--- src/rtl/ahb_pkg.sv ---
// Shared AHB types and constants for the master request controller.
// Transfer encodings, burst/size constants and controller states.
package ahb_pkg;

    typedef enum logic [1:0] {
        HT_IDLE   = 2'b00,
        HT_BUSY   = 2'b01,
        HT_NONSEQ = 2'b10,
        HT_SEQ    = 2'b11
    } htrans_t;

    typedef enum logic [1:0] {
        HR_OKAY  = 2'b00,
        HR_ERROR = 2'b01,
        HR_RETRY = 2'b10,
        HR_SPLIT = 2'b11
    } hresp_t;

    typedef enum logic [2:0] {
        HB_SINGLE = 3'b000,
        HB_INCR   = 3'b001,
        HB_WRAP4  = 3'b010,
        HB_INCR4  = 3'b011,
        HB_WRAP8  = 3'b100,
        HB_INCR8  = 3'b101,
        HB_WRAP16 = 3'b110,
        HB_INCR16 = 3'b111
    } hburst_t;

    localparam logic [2:0] HSIZE_WORD = 3'b010;
    localparam hburst_t HBURST_INCR = HB_INCR;
    localparam logic [9:0] KB_BOUNDARY_MASK = 10'h3FF;

    typedef enum logic [2:0] {
        S_IDLE,
        S_REQ,
        S_ADDR,
        S_DRAIN,
        S_RESP2
    } ctrl_state_t;

endpackage

--- src/rtl/ahb_master_req_ctrl_if.sv ---
// AHB master-side bus signals between controller and arbiter/slaves.
// master drives request/address-phase, slave returns grant/ready/resp.
interface ahb_master_req_ctrl_if import ahb_pkg::*; #(
    parameter int ADDR_W = 32
);
    logic              HBUSREQ;
    logic              HLOCK;
    logic              HGRANT;
    logic              HREADY;
    hresp_t            HRESP;
    htrans_t           HTRANS;
    logic [ADDR_W-1:0] HADDR;
    logic              HWRITE;
    hburst_t           HBURST;
    logic [2:0]        HSIZE;

    modport master (
        output HBUSREQ, HLOCK, HTRANS, HADDR,
        output HWRITE, HBURST, HSIZE,
        input  HGRANT, HREADY, HRESP
    );

    modport slave (
        input  HBUSREQ, HLOCK, HTRANS, HADDR,
        input  HWRITE, HBURST, HSIZE,
        output HGRANT, HREADY, HRESP
    );
endinterface

--- src/rtl/ahb_addr_gen.sv ---
// Burst address and remaining-beat tracker for the AHB master.
// Remembers the beat in data phase so RETRY/SPLIT can rewind to it.
module ahb_addr_gen import ahb_pkg::*; #(
    parameter int ADDR_W = 32,
    parameter int BEAT_W = 5
) (
    input  logic              HCLK,
    input  logic              HRESET,
    input  logic              load,
    input  logic [ADDR_W-1:0] load_addr,
    input  logic [BEAT_W-1:0] load_beats,
    input  logic              accept,
    input  logic              rewind,
    output logic [ADDR_W-1:0] addr,
    output logic [BEAT_W-1:0] rem,
    output logic [ADDR_W-1:0] nxt_addr,
    output logic [BEAT_W-1:0] nxt_rem,
    output logic              nxt_kb
);
    logic [ADDR_W-1:0] fail_addr;
    logic [BEAT_W-1:0] fail_rem;

    assign nxt_addr = addr + ADDR_W'(4);
    assign nxt_rem  = rem - BEAT_W'(1);
    assign nxt_kb   = (nxt_addr[9:0] & KB_BOUNDARY_MASK) == '0;

    always_ff @(posedge HCLK) begin
        if (HRESET) begin
            addr      <= '0;
            rem       <= '0;
            fail_addr <= '0;
            fail_rem  <= '0;
        end else if (load) begin
            addr <= load_addr;
            rem  <= load_beats;
        end else if (rewind) begin
            addr <= fail_addr;
            rem  <= fail_rem;
        end else if (accept) begin
            // the accepted beat becomes the one in data phase
            fail_addr <= addr;
            fail_rem  <= rem;
            addr      <= nxt_addr;
            rem       <= nxt_rem;
        end
    end
endmodule

--- src/rtl/ahb_master_req_ctrl.sv ---
// AHB master bus-request controller: requests the bus, then issues an
// INCR word burst with wait-state, RETRY/SPLIT and ERROR handling.
module ahb_master_req_ctrl import ahb_pkg::*; #(
    parameter int ADDR_W = 32,
    parameter int BEAT_W = 5
) (
    input  logic              HCLK,
    input  logic              HRESET,
    input  logic              cmd_valid,
    output logic              cmd_ready,
    input  logic [ADDR_W-1:0] cmd_addr,
    input  logic [BEAT_W-1:0] cmd_beats,
    input  logic              cmd_write,
    input  logic              cmd_lock,
    output logic              done_valid,
    output logic              done_error,
    output logic              beat_strobe,
    ahb_master_req_ctrl_if.master bus
);
    ctrl_state_t       state_q, state_d;
    htrans_t           htrans_q, htrans_d;
    logic [ADDR_W-1:0] haddr_q, haddr_d;
    logic              hwrite_q, hwrite_d;
    logic              hbusreq_q, hbusreq_d;
    logic              hlock_q, hlock_d;
    logic              rdy_q, rdy_d;
    logic              done_q, done_d;
    logic              derr_q, derr_d;
    logic              stb_q, stb_d;
    logic              dp_q, dp_d;
    logic              wr_q, lock_q;

    logic              load, accept, rewind;
    logic [ADDR_W-1:0] addr, nxt_addr;
    logic [BEAT_W-1:0] rem, nxt_rem;
    logic              nxt_kb;

    logic take, grant, acc, last, lost;
    logic dp_ok, dp_err1, rsp_rs;

    ahb_addr_gen #(
        .ADDR_W (ADDR_W),
        .BEAT_W (BEAT_W)
    ) u_gen (
        .HCLK       (HCLK),
        .HRESET     (HRESET),
        .load       (load),
        .load_addr  (cmd_addr),
        .load_beats (cmd_beats),
        .accept     (accept),
        .rewind     (rewind),
        .addr       (addr),
        .rem        (rem),
        .nxt_addr   (nxt_addr),
        .nxt_rem    (nxt_rem),
        .nxt_kb     (nxt_kb)
    );

    assign take    = cmd_valid & rdy_q;
    assign grant   = bus.HGRANT & bus.HREADY;
    assign acc     = (state_q == S_ADDR) & bus.HREADY;
    assign last    = nxt_rem == '0;
    assign lost    = ~last & ~bus.HGRANT;
    assign dp_ok   = dp_q & bus.HREADY
                   & (bus.HRESP == HR_OKAY);
    assign dp_err1 = dp_q & ~bus.HREADY
                   & (bus.HRESP != HR_OKAY);
    assign rsp_rs  = (bus.HRESP == HR_RETRY)
                   | (bus.HRESP == HR_SPLIT);

    always_ff @(posedge HCLK) begin
        if (HRESET) begin
            state_q   <= S_IDLE;
            htrans_q  <= HT_IDLE;
            haddr_q   <= '0;
            hwrite_q  <= 1'b0;
            hbusreq_q <= 1'b0;
            hlock_q   <= 1'b0;
            rdy_q     <= 1'b0;
            done_q    <= 1'b0;
            derr_q    <= 1'b0;
            stb_q     <= 1'b0;
            dp_q      <= 1'b0;
            wr_q      <= 1'b0;
            lock_q    <= 1'b0;
        end else begin
            state_q   <= state_d;
            htrans_q  <= htrans_d;
            haddr_q   <= haddr_d;
            hwrite_q  <= hwrite_d;
            hbusreq_q <= hbusreq_d;
            hlock_q   <= hlock_d;
            rdy_q     <= rdy_d;
            done_q    <= done_d;
            derr_q    <= derr_d;
            stb_q     <= stb_d;
            dp_q      <= dp_d;
            if (load) begin
                wr_q   <= cmd_write;
                lock_q <= cmd_lock;
            end
        end
    end

    always_comb begin
        state_d = state_q;
        unique case (state_q)
            S_IDLE: begin
                if (take && cmd_beats != '0)
                    state_d = S_REQ;
            end
            S_REQ: begin
                if (dp_err1)
                    state_d = S_RESP2;
                else if (grant)
                    state_d = S_ADDR;
            end
            S_ADDR: begin
                if (dp_err1)
                    state_d = S_RESP2;
                else if (acc && last)
                    state_d = S_DRAIN;
                else if (acc && lost)
                    state_d = S_REQ;
            end
            S_DRAIN: begin
                if (dp_err1)
                    state_d = S_RESP2;
                else if (dp_ok)
                    state_d = S_IDLE;
            end
            S_RESP2: begin
                if (bus.HREADY)
                    state_d = rsp_rs ? S_REQ : S_IDLE;
            end
            default: state_d = S_IDLE;
        endcase
    end

    always_comb begin
        htrans_d  = htrans_q;
        haddr_d   = haddr_q;
        hwrite_d  = hwrite_q;
        hbusreq_d = hbusreq_q;
        hlock_d   = hlock_q;
        done_d    = 1'b0;
        derr_d    = 1'b0;
        stb_d     = dp_ok;
        dp_d      = dp_q & ~dp_ok;
        load      = 1'b0;
        accept    = 1'b0;
        rewind    = 1'b0;
        unique case (state_q)
            S_IDLE: begin
                if (take) begin
                    load = 1'b1;
                    if (cmd_beats == '0) begin
                        done_d = 1'b1;
                        derr_d = 1'b1;
                    end else begin
                        hbusreq_d = 1'b1;
                        hlock_d   = cmd_lock;
                    end
                end
            end
            S_REQ: begin
                if (!dp_err1 && grant) begin
                    htrans_d = HT_NONSEQ;
                    haddr_d  = addr;
                    hwrite_d = wr_q;
                    if (rem == BEAT_W'(1)) begin
                        hbusreq_d = 1'b0;
                        hlock_d   = 1'b0;
                    end
                end
            end
            S_ADDR: begin
                if (acc) begin
                    accept = 1'b1;
                    dp_d   = 1'b1;
                    unique case (1'b1)
                        last: htrans_d = HT_IDLE;
                        lost: begin
                            htrans_d  = HT_IDLE;
                            hbusreq_d = 1'b1;
                            hlock_d   = lock_q;
                        end
                        default: begin
                            htrans_d = nxt_kb ? HT_NONSEQ
                                              : HT_SEQ;
                            haddr_d  = nxt_addr;
                            if (nxt_rem == BEAT_W'(1)) begin
                                hbusreq_d = 1'b0;
                                hlock_d   = 1'b0;
                            end
                        end
                    endcase
                end
            end
            S_DRAIN: begin
                if (!dp_err1 && dp_ok)
                    done_d = 1'b1;
            end
            S_RESP2: begin
                if (bus.HREADY) begin
                    dp_d = 1'b0;
                    if (rsp_rs) begin
                        rewind    = 1'b1;
                        hbusreq_d = 1'b1;
                        hlock_d   = lock_q;
                    end else begin
                        hbusreq_d = 1'b0;
                        hlock_d   = 1'b0;
                        done_d    = 1'b1;
                        derr_d    = 1'b1;
                    end
                end
            end
            default: ;
        endcase
        // first response cycle cancels the pipelined address
        if (dp_err1)
            htrans_d = HT_IDLE;
        rdy_d = state_d == S_IDLE;
    end

    assign cmd_ready   = rdy_q;
    assign done_valid  = done_q;
    assign done_error  = derr_q;
    assign beat_strobe = stb_q;

    assign bus.HBUSREQ = hbusreq_q;
    assign bus.HLOCK   = hlock_q;
    assign bus.HTRANS  = htrans_q;
    assign bus.HADDR   = haddr_q;
    assign bus.HWRITE  = hwrite_q;
    assign bus.HBURST  = HBURST_INCR;
    assign bus.HSIZE   = HSIZE_WORD;
endmodule

--- src/flat_wrapper.sv ---
// flat-port wrapper written by rule: the top's interface ports become plain ports
module ahb_master_req_ctrl_flat import ahb_pkg::*;
#(
    parameter int ADDR_W = 32,
    parameter int BEAT_W = 5
)
  (HCLK, HRESET, cmd_valid, cmd_ready, cmd_addr, cmd_beats, cmd_write, cmd_lock, done_valid, done_error, beat_strobe, bus_HBUSREQ, bus_HLOCK, bus_HTRANS, bus_HADDR, bus_HWRITE, bus_HBURST, bus_HSIZE, bus_HGRANT, bus_HREADY, bus_HRESP);
  ahb_master_req_ctrl_if #(.ADDR_W(ADDR_W)) bus_i ();
  input  logic HCLK;
  input  logic HRESET;
  input  logic cmd_valid;
  output logic cmd_ready;
  input  logic [ADDR_W-1:0] cmd_addr;
  input  logic [BEAT_W-1:0] cmd_beats;
  input  logic cmd_write;
  input  logic cmd_lock;
  output logic done_valid;
  output logic done_error;
  output logic beat_strobe;
  output wire logic [$bits(bus_i.HBUSREQ)-1:0] bus_HBUSREQ;
  output wire logic [$bits(bus_i.HLOCK)-1:0] bus_HLOCK;
  output wire logic [$bits(bus_i.HTRANS)-1:0] bus_HTRANS;
  output wire logic [$bits(bus_i.HADDR)-1:0] bus_HADDR;
  output wire logic [$bits(bus_i.HWRITE)-1:0] bus_HWRITE;
  output wire logic [$bits(bus_i.HBURST)-1:0] bus_HBURST;
  output wire logic [$bits(bus_i.HSIZE)-1:0] bus_HSIZE;
  input wire logic [$bits(bus_i.HGRANT)-1:0] bus_HGRANT;
  input wire logic [$bits(bus_i.HREADY)-1:0] bus_HREADY;
  input wire logic [$bits(bus_i.HRESP)-1:0] bus_HRESP;
  assign bus_HBUSREQ = bus_i.HBUSREQ;
  assign bus_HLOCK = bus_i.HLOCK;
  assign bus_HTRANS = bus_i.HTRANS;
  assign bus_HADDR = bus_i.HADDR;
  assign bus_HWRITE = bus_i.HWRITE;
  assign bus_HBURST = bus_i.HBURST;
  assign bus_HSIZE = bus_i.HSIZE;
  assign bus_i.HGRANT = bus_HGRANT;
  assign bus_i.HREADY = bus_HREADY;
  assign bus_i.HRESP = bus_HRESP;
  ahb_master_req_ctrl #(.ADDR_W(ADDR_W), .BEAT_W(BEAT_W)) u_core (.HCLK(HCLK), .HRESET(HRESET), .cmd_valid(cmd_valid), .cmd_ready(cmd_ready), .cmd_addr(cmd_addr), .cmd_beats(cmd_beats), .cmd_write(cmd_write), .cmd_lock(cmd_lock), .done_valid(done_valid), .done_error(done_error), .beat_strobe(beat_strobe), .bus(bus_i));
endmodule
--- config.mk ---
export PLATFORM = sky130hd
export DESIGN_NAME = ahb_master_req_ctrl_flat
export DESIGN_NICKNAME = d
export VERILOG_FILES = /design/src/rtl/ahb_pkg.sv /design/src/rtl/ahb_master_req_ctrl_if.sv /design/src/rtl/ahb_addr_gen.sv /design/src/rtl/ahb_master_req_ctrl.sv /design/src/flat_wrapper.sv
export SDC_FILE = /design/constraint.sdc
export NUM_CORES = 1
export LEC_CHECK = 0
export ABC_AREA = 0
export BUFFER_PORTS_ARGS = -buffer_cell sky130_fd_sc_hd__buf_2
export CELL_PAD_IN_SITES_DETAIL_PLACEMENT = 1
export CELL_PAD_IN_SITES_GLOBAL_PLACEMENT = 1
export CORE_MARGIN = 2
export CORE_UTILIZATION = 42
export CTS_CLUSTER_SIZE = 20
export DETAILED_ROUTE_END_ITERATION = 12
export GPL_TIMING_DRIVEN = 0
export PLACE_DENSITY = 0.85
export SLEW_MARGIN = 5
export SYNTH_ARGS = -nofsm -noshare
export SYNTH_HDL_FRONTEND = slang
export SYNTH_HIERARCHICAL = 1
export SYNTH_SLANG_ARGS = --single-unit
export TNS_END_PERCENT = 1
--- constraint.sdc ---
create_clock -name HCLK -period 3.41 [get_ports HCLK]
set_input_delay 0.341 -clock HCLK [delete_from_list [all_inputs] [get_ports HCLK]]
set_output_delay 0.341 -clock HCLK [all_outputs]
set_load 0.02 [all_outputs]
==> results.cfg <==
[timing]
timing.final.crit_share_pct = 100
fin_tns_setup_ns = -0.0128
rsz0062_at_grt = true
min_period_ns = 3.42
setup_viol = 1
max_freq_mhz = 292
setup_slack_ns = -0.0128
tightestPinTransition_ns = 0.994
fin_skew_ns = 0.00658
max_slew_margin_pct = 33.8
drv_slew = 0
final_hold_viol_count = 0

[clocking]
cts-root-buf = clkbuf_16
cts.sinks = 121
cts_tree = yes
cts_buffers = 17
clk_pin_slew_ns = 0.05
cts_max_level = 4
ctsHoldBuffers = 0
clock_latency_ns = 0.43
clock_path_buffers = 2

[pwr]
combPwrFrac_pct = 15.8
total_power_mw = 4.08
peakVddDrop_mv = 0.385
internal-power_mw = 2.94
power_frac_seq_pct = 38.5
sw_frac_of_total_pct = 28.0
p_per_area_mw_per_mm2 = 517
cellLeakagePower_nw = 3.07
p_switching_mw = 1.14
p_clk_share_pct = 45.7

[synth]
synth-main-ff-cell = dfxtp_1
yosysWarnings = 6
synth.ff_latch_count = 121
synth_area_mm2 = 0.00656
syn_inst = 858
async_flop_share_pct = 0
seq_area_frac_synth_pct = 36.9
avgSynthCellArea_um2 = 7.64
yosysUniqueCellTypes = 70
synth-edff-count = 0

[setup_path]
path_cells = buf_2 > nor3b_1 > and3_1 > buf_1 > clkbuf_2 > clkbuf_2 > o21ai_0 > mux2i_1 > nor2_1
cpPeakStageDelay_ns = 0.63
cp-start-kind = flop
cp.required_ns = 3.69
critPathTopFamily = buffers and inverters
critPathBufInv = 4
cp-end-kind = flop
critPathMostFrequentCell = clkbuf_2
worstSetupPathType = reg -> reg
crit_fanout = 10
slowest_stage = nor3b_1
arrival_ns = 3.70

[worst_hold_path]
hp-class = in -> reg

[layout]
final_cell_mix = 177 x nand2_1, 121 x dfxtp_1, 102 x buf_2, 85 x nor2_1, 73 x a21oi_1
multi_input_area_mm2 = 0.00375
fin_cells = 1189
drive_gt1_share_pct = 16.8
area_growth_pct = 20.3
diodes = 0
nFillCells = 1957
fin_nets = 1014
final_common_cell = nand2_1
ff_latch_area_mm2 = 0.00242

[status]
violations = negative setup slack
status = finished with violations

[placed_design]
place_congestion = 0.938
dp_cells = 1158
port_buffers = 85
hpwl_um = 16800

[detailed_routing]
antenna_left = 0
vias_per_cell = 5.76
drt_wl_total_um = 24000
vias = 6853
drc = 0
drt_iter0_drc = 593
wire_per_inst_um = 20.1
drt-pass1-iter-count = 5

[global_routing]
grt_max_degree = 17
gr-total-overflow = 0
antenna_found_initial = 0
grt_first_pass_wirelength_um = 37500
grt_pass1_vias = 6816
grt_usage_pct = 29.6

[die]
initial_core_util_pct = 43.0
row_count = 45
io_pins = 93
coreArea_mm2 = 0.0153
die-area_mm2 = 0.0166
die_y_um = 129
die_w_um = 129

[flow_run]
cap_violations = 0
## state kept, by name, summed over array words and instances, names as in the netlist, 2 cells and up
name / cells
u_core/u_gen/fail_rem: 5
u_core/u_gen/rem: 5
u_core/state_q: 3
u_core/u_gen/fail_addr: 32
u_core/u_gen/addr: 32
u_core/bus.HADDR: 32
u_core/bus.HTRANS: 2
## stage by stage
stage | cell area [um^2] | hold WS [ns] | util (%) | setup slack (ns)
after floorplan | 6570 | 0.431 | - | 0.917
after global placement | 7260 | 0.437 | 47.6 | -0.764
after detailed placement | 7270 | 0.444 | 47.6 | -0.198
after CTS | 7880 | 0.155 | 51.7 | 0.0667
after global routing | 7890 | 0.175 | 51.7 | -0.129
final | 7890 | 0.157 | 51.7 | -0.0128
## cell type report
type / instances / area share [%]
buffer: 78 / 4.61
sequential: 121 / 30.7
clock inverter: 8 / 1.49
tap: 211 / 3.35
multi-input combinational: 647 / 47.5
inverter: 16 / 0.761
timing repair buffer: 85 / 5.39
clock buffer: 23 / 6.18
## path summary, 6_finish.rpt
| path | start | cells past startpoint | end | slack (ns) |
|---|---|---|---|---|
| worst max-delay path | u_core/state_q[0]$_SDFF_PP0_ | 9 | u_core/u_gen/rem[0]$_SDFFE_PP0P_ | -0.01 |
| worst min register to register | u_core/u_gen/fail_addr[28]$_SDFFE_PP0P_ | 2 | u_core/u_gen/fail_addr[28]$_SDFFE_PP0P_ | 0.45 |
| worst max register to register | u_core/state_q[0]$_SDFF_PP0_ | 9 | u_core/u_gen/rem[0]$_SDFFE_PP0P_ | -0.01 |
| worst min-delay path | cmd_write | 3 | u_core/wr_q$_SDFFE_PP0P_ | 0.16 |
## power groups by stage
stage / logic (mW) / clock network (mW) / registers, mW
after floorplan: 0.395 / 0 / 1.61
after global placement: 0.609 / 0 / 1.60
after detailed placement: 0.625 / 0 / 1.60
after CTS: 0.633 / 1.88 / 1.57
after global routing: 0.705 / 1.94 / 1.58
final: 0.645 / 1.86 / 1.57
## layer usage
| metal | part of all wire [%] | wire length [um] | GRT usage [%] | vias up |
|---|---|---|---|---|
| met2 | 46 | 11000 | 47.4 | 263 |
| met1 | 44 | 10500 | 39.3 | 3319 |
| li1 | - | - | - | 3210 |
| met4 | 3.5 | 844 | 13.5 | 0 |
| met5 | 0 | 0 | 0 | - |
| met3 | 6.8 | 1630 | 5.03 | 61 |
## cells in the mapped netlist (3+ instances only)
library cell	number	area, um^2
a21oi_1	73	365
buf_4	10	75.1
xnor2_1	26	228
buf_1	5	18.8
nor3_1	16	80.1
buf_2	16	80.1
a22oi_1	3	22.5
o21ai_1	3	15.0
and3_1	12	75.1
inv_1	15	56.3
clkbuf_1	46	173
nor3b_1	7	52.6
o221ai_1	4	35.0
o21ai_0	24	120
a31oi_1	3	18.8
xor2_1	18	158
mux2i_1	18	180
dfxtp_1	121	2420
a211oi_1	10	75.1
o22ai_1	11	68.8
or4_1	5	37.5
o211ai_1	6	45.0
nor2b_1	7	43.8
nand2_1	177	664
nor2_1	85	319
nand4_1	13	81.3
o21a_1	10	75.1
and4_1	6	52.6
nand3_1	17	85.1
nand2b_1	8	50.1
a311oi_1	32	280
## timing repair
action	4_1_cts	5_1_grt
resized for setup	4	4
endpoints found under the setup margin	47	39
endpoints found under the hold margin	0	0
buffers inserted	0	0
## kinds of logic after synthesis
group / count (synthesis) / share of synthesized area, %
AND/OR/NAND/NOR: 373 / 27.0
AO/OA/AOI/OAI: 202 / 20.2
flip-flops: 121 / 36.9
buffers and inverters: 94 / 6.37
XOR/XNOR: 44 / 5.88
multiplexers: 20 / 3.09
adder cells (fa/ha/maj): 2 / 0.381
other: 2 / 0.115
## tightest hold or removal path, stage by stage
cell	delay (ns)
buf_2	0.08
mux2i_1	0.05
nor2_1	0.07
(Power assumes the default switching activity.)
